$ cat src/rtl/lfsr_chk_pkg.sv
// rtl/lfsr_chk_pkg.sv - shared checker state encoding and LFSR feedback helper
package lfsr_chk_pkg;

  typedef enum logic [1:0] {
    SEED   = 2'd0,
    VERIFY = 2'd1,
    LOCKED = 2'd2
  } chk_state_e;

  localparam int MAX_N = 64;

  // Fibonacci feedback of an n-bit register (taps n-1 and 0), zero-extended to MAX_N.
  function automatic logic lfsr_fb(input logic [MAX_N-1:0] sr, input int n);
    return sr[n-1] ^ sr[0];
  endfunction

endpackage

$ cat src/rtl/lfsr_chk_predict.sv
// rtl/lfsr_chk_predict.sv - predictor shift register, loads either the received bit or its own prediction
module lfsr_chk_predict
  import lfsr_chk_pkg::*;
#(
  parameter int N = 4
) (
  input  logic         clk,
  input  logic         rst,
  input  logic         shift_en,
  input  logic         load_pred,
  input  logic         bit_in,
  output logic [N-1:0] sr,
  output logic         pred
);

  logic [N-1:0] sr_q;
  logic [N-1:0] sr_d;
  logic         in_bit;

  always_comb begin
    pred   = lfsr_fb(MAX_N'(sr_q), N);
    in_bit = load_pred ? pred : bit_in;
    sr_d   = sr_q;
    if (shift_en) begin
      sr_d = {sr_q[N-2:0], in_bit};
    end
  end

  always_ff @(posedge clk) begin
    if (rst) begin
      sr_q <= '0;
    end else begin
      sr_q <= sr_d;
    end
  end

  assign sr = sr_q;

endmodule

$ cat config.mk
export PLATFORM = sky130hd
export DESIGN_NAME = lfsr_chk_predict
export DESIGN_NICKNAME = d
export VERILOG_FILES = /design/src/rtl/lfsr_chk_pkg.sv /design/src/rtl/lfsr_chk_predict.sv
export SDC_FILE = /design/constraint.sdc
export NUM_CORES = 1
export LEC_CHECK = 0
export BUFFER_PORTS_ARGS = -buffer_cell sky130_fd_sc_hd__buf_2
export CORE_AREA = 4 4 41 43
export CTS_CLUSTER_DIAMETER = 100
export CTS_CLUSTER_SIZE = 8
export DETAILED_ROUTE_END_ITERATION = 10
export DIE_AREA = 0 0 45 47
export PLACE_DENSITY = 0.41
export SETUP_SLACK_MARGIN = 0.02
export SLEW_MARGIN = 20
export SYNTH_ARGS = -nofsm -noshare
export SYNTH_HDL_FRONTEND = slang
export SYNTH_SLANG_ARGS = --single-unit
$ cat constraint.sdc
create_clock -name clk -period 1.8 [get_ports clk]
set_input_delay 0.36 -clock clk [delete_from_list [all_inputs] [get_ports clk]]
set_output_delay 0.36 -clock clk [all_outputs]
set_load 0.1 [all_outputs]
==> results.txt <==
critical path fanouts, max: 6
Final Net Count: 36
initial drt markers: 3
Yosys cell types: 10
WL/cell: 9.16 um
pin count of the biggest net entering global routing: 7
WP data arrival: 1210 ps
Post-Synthesis Cell Area: 180 um^2
complex-gate fraction of the synthesized area: 0.0694
Startpoint Class: flip-flop
Slew Viols, Final: 0
Post-DRT Antenna Nets: 0
gpl congestion: 0.578
Clk Latency, worst-skew pair: 230 ps
Pleak: 0.134 nW
endpoints failing hold: 0
XOR/XNOR Fraction of Synth Area: 0.0486
largest area contributor in the netlist: dfxtp_1
Tot GR Track Use: 0.0522
Die Width: 45 um
Core ar.: 1300 um^2
status: finished clean
Hold/Removal Path Class: primary input to flip-flop
Std-Cell Rows: 13
crit share post-route: 0.872
reg2reg end: sr[0]
syn_nets: 23
main area contributors after synthesis: dfxtp_1 (44%), mux2i_1 (17%), a31oi_1 (6.9%)
Cells on Worst Hold Path: 2
Die Span Y: 47 um
element type at the critical path end: output pin
clock skew: 6.79 ps
clock tree sinks: 4
vias in the first global route: 159
post-CTS setup buffers: 0
Slew @ Worst Pin: 487 ps
DR pass1 iterations: 2
Mapped Avg Cell Area: 10.0 um^2
layout cells sized above 1: 0.517
I/O pin cnt: 10
Synth Warn #: 0
Fin Setup TNS: 0 ps
die area: 2120 um^2
largest family of logic cells by synthesized area: simple AND/OR/NAND/NOR gates
CP required: 1440 ps
GR peak layer: met3
DR vias/cell: 3.75
cts repair resizes: 0
reg-to-reg startpoint: sr[0]
Worst Hold Path EP: sr[0]
max reg flops: 4
cell count after synthesis: 18
DRC: 0
CTS Root Cell: clkbuf_4
flop-to-flop setup slack: 930 ps
via count: 165
Worst slew margin: 0.678
routing usage on met1: 0.0592
Layout area overhead: 53.5%
simple-gate share of the synthesized area: 0.188
fmax: 637 MHz
setup violators final: 0
CTS tree: yes
Routed Wire Length: 403 um
initial core utilization: 0.138
CTS Buf Count: 3
Global Route met3 Usage: 0.0651
global-route wire length before repair: 696 um
H-tree depth: 1
final instance area: 277 um^2
top cell type's share of synthesized area: 0.444
area post-placement: 254 um^2
adder-cell share of the synthesized area: 0
grt total ovfl: 0
# diodes: 0
type of the worst setup path: flip-flop to output pin
CTS max path bufs: 2
post-synthesis register bit count: 4
min Tclk post-route: 1570 ps
Worst VDD drop: 0.000317 V
Worst-path clk slew: 40 ps
Worst Reg-to-Reg Cells: 3
multiplexer share of the synthesized area: 0.167
PwrDens: 912 nW/um^2
M2 GR Usage: 0.0480
RSZ-0062 raised after global routing: false
register area share after synthesis: 0.444
Hold Crit Start: rst
initial antenna violation count: 0
max cap viols: 0
hold slack final: 325 ps
Buffers on Ports: 9
CTS Hold Bufs: 0
-- metrics by stage --
stage | instances | utilization | total power (W) | setup WS, ps
6_report | 44 | 0.213 | 0.000252 | 231
5_1_grt | 44 | 0.213 | 0.000271 | 162
4_1_cts | 44 | 0.213 | 0.000260 | 213
3_5_place_dp | 41 | 0.195 | 0.000144 | 474
3_3_place_gp | 41 | 0.195 | 0.000144 | 477
2_1_floorplan | 18 | - | 0.000136 | 91.4
-- power by group --
part           leakage [nW]  switching [W]  internal, W   total, W
registers            0.0333     0.00000402    0.0000919  0.0000959
clock network        0.0138      0.0000344    0.0000744   0.000109
logic                0.0865      0.0000359    0.0000114  0.0000474
total                 0.134      0.0000743     0.000178   0.000252
-- synthesized netlist by cell type --
cell      count
inv_1         1
mux2i_1       3
xor2_1        1
nand3b_1      1
nor2b_1       1
dfxtp_1       4
nor2_1        3
a31oi_1       2
nand4b_1      1
buf_6         1
-- routing by layer --
| metal | wire [um] | part of all wire |
|---|---|---|
| met1 | 208 | 0.52 |
| met2 | 122 | 0.30 |
| met3 | 72 | 0.18 |
| met4 | 0 | 0 |
| met5 | 0 | 0 |
-- worst max-delay path, stage by stage (launching register included) --
cell	delay, ps
dfxtp_2	400
xor2_4	140
buf_2	430
-- layout make-up --
class / count / area [um^2]
sequential: 4 / 82.6
inverter: 1 / 3.75
tap: 15 / 18.8
multi-input combinational: 12 / 104
timing repair buffer: 9 / 45.0
fill: 151 / 1020
clock buffer: 3 / 22.5
-- how the worst max path moves through the flow --
stage	startpoint	slack, ps	endpoint	depth (start not counted)
floorplan	sr[3]	90	pred	1
finish	sr[0]	230	pred	2
CTS	sr[0]	210	pred	2
global route	sr[3]	160	pred	2
global placement	sr[0]	480	pred	2
detailed placement	sr[0]	470	pred	2
-- cells in the final DEF, fill, tap and decap left out, types with 2 or more instances in the layout --
master / netlist / final
buf_2: 0 / 9
mux2i_1: 3 / 3
nor2_1: 3 / 3
clkbuf_4: 0 / 3
a31oi_1: 2 / 2
dfxtp_2: 0 / 2
dfxtp_1: 4 / 2
-- cells by family (layout without fill, tap and decap cells) --
| kind of cell | count (synthesis) | in the layout |
|---|---|---|
| compound gates | 2 | 2 |
| xor+xnor | 1 | 1 |
| buf+inv | 2 | 13 |
| mux | 3 | 3 |
| simple gates | 6 | 6 |
| flops | 4 | 4 |
Power figures use the tool's default switching activity.
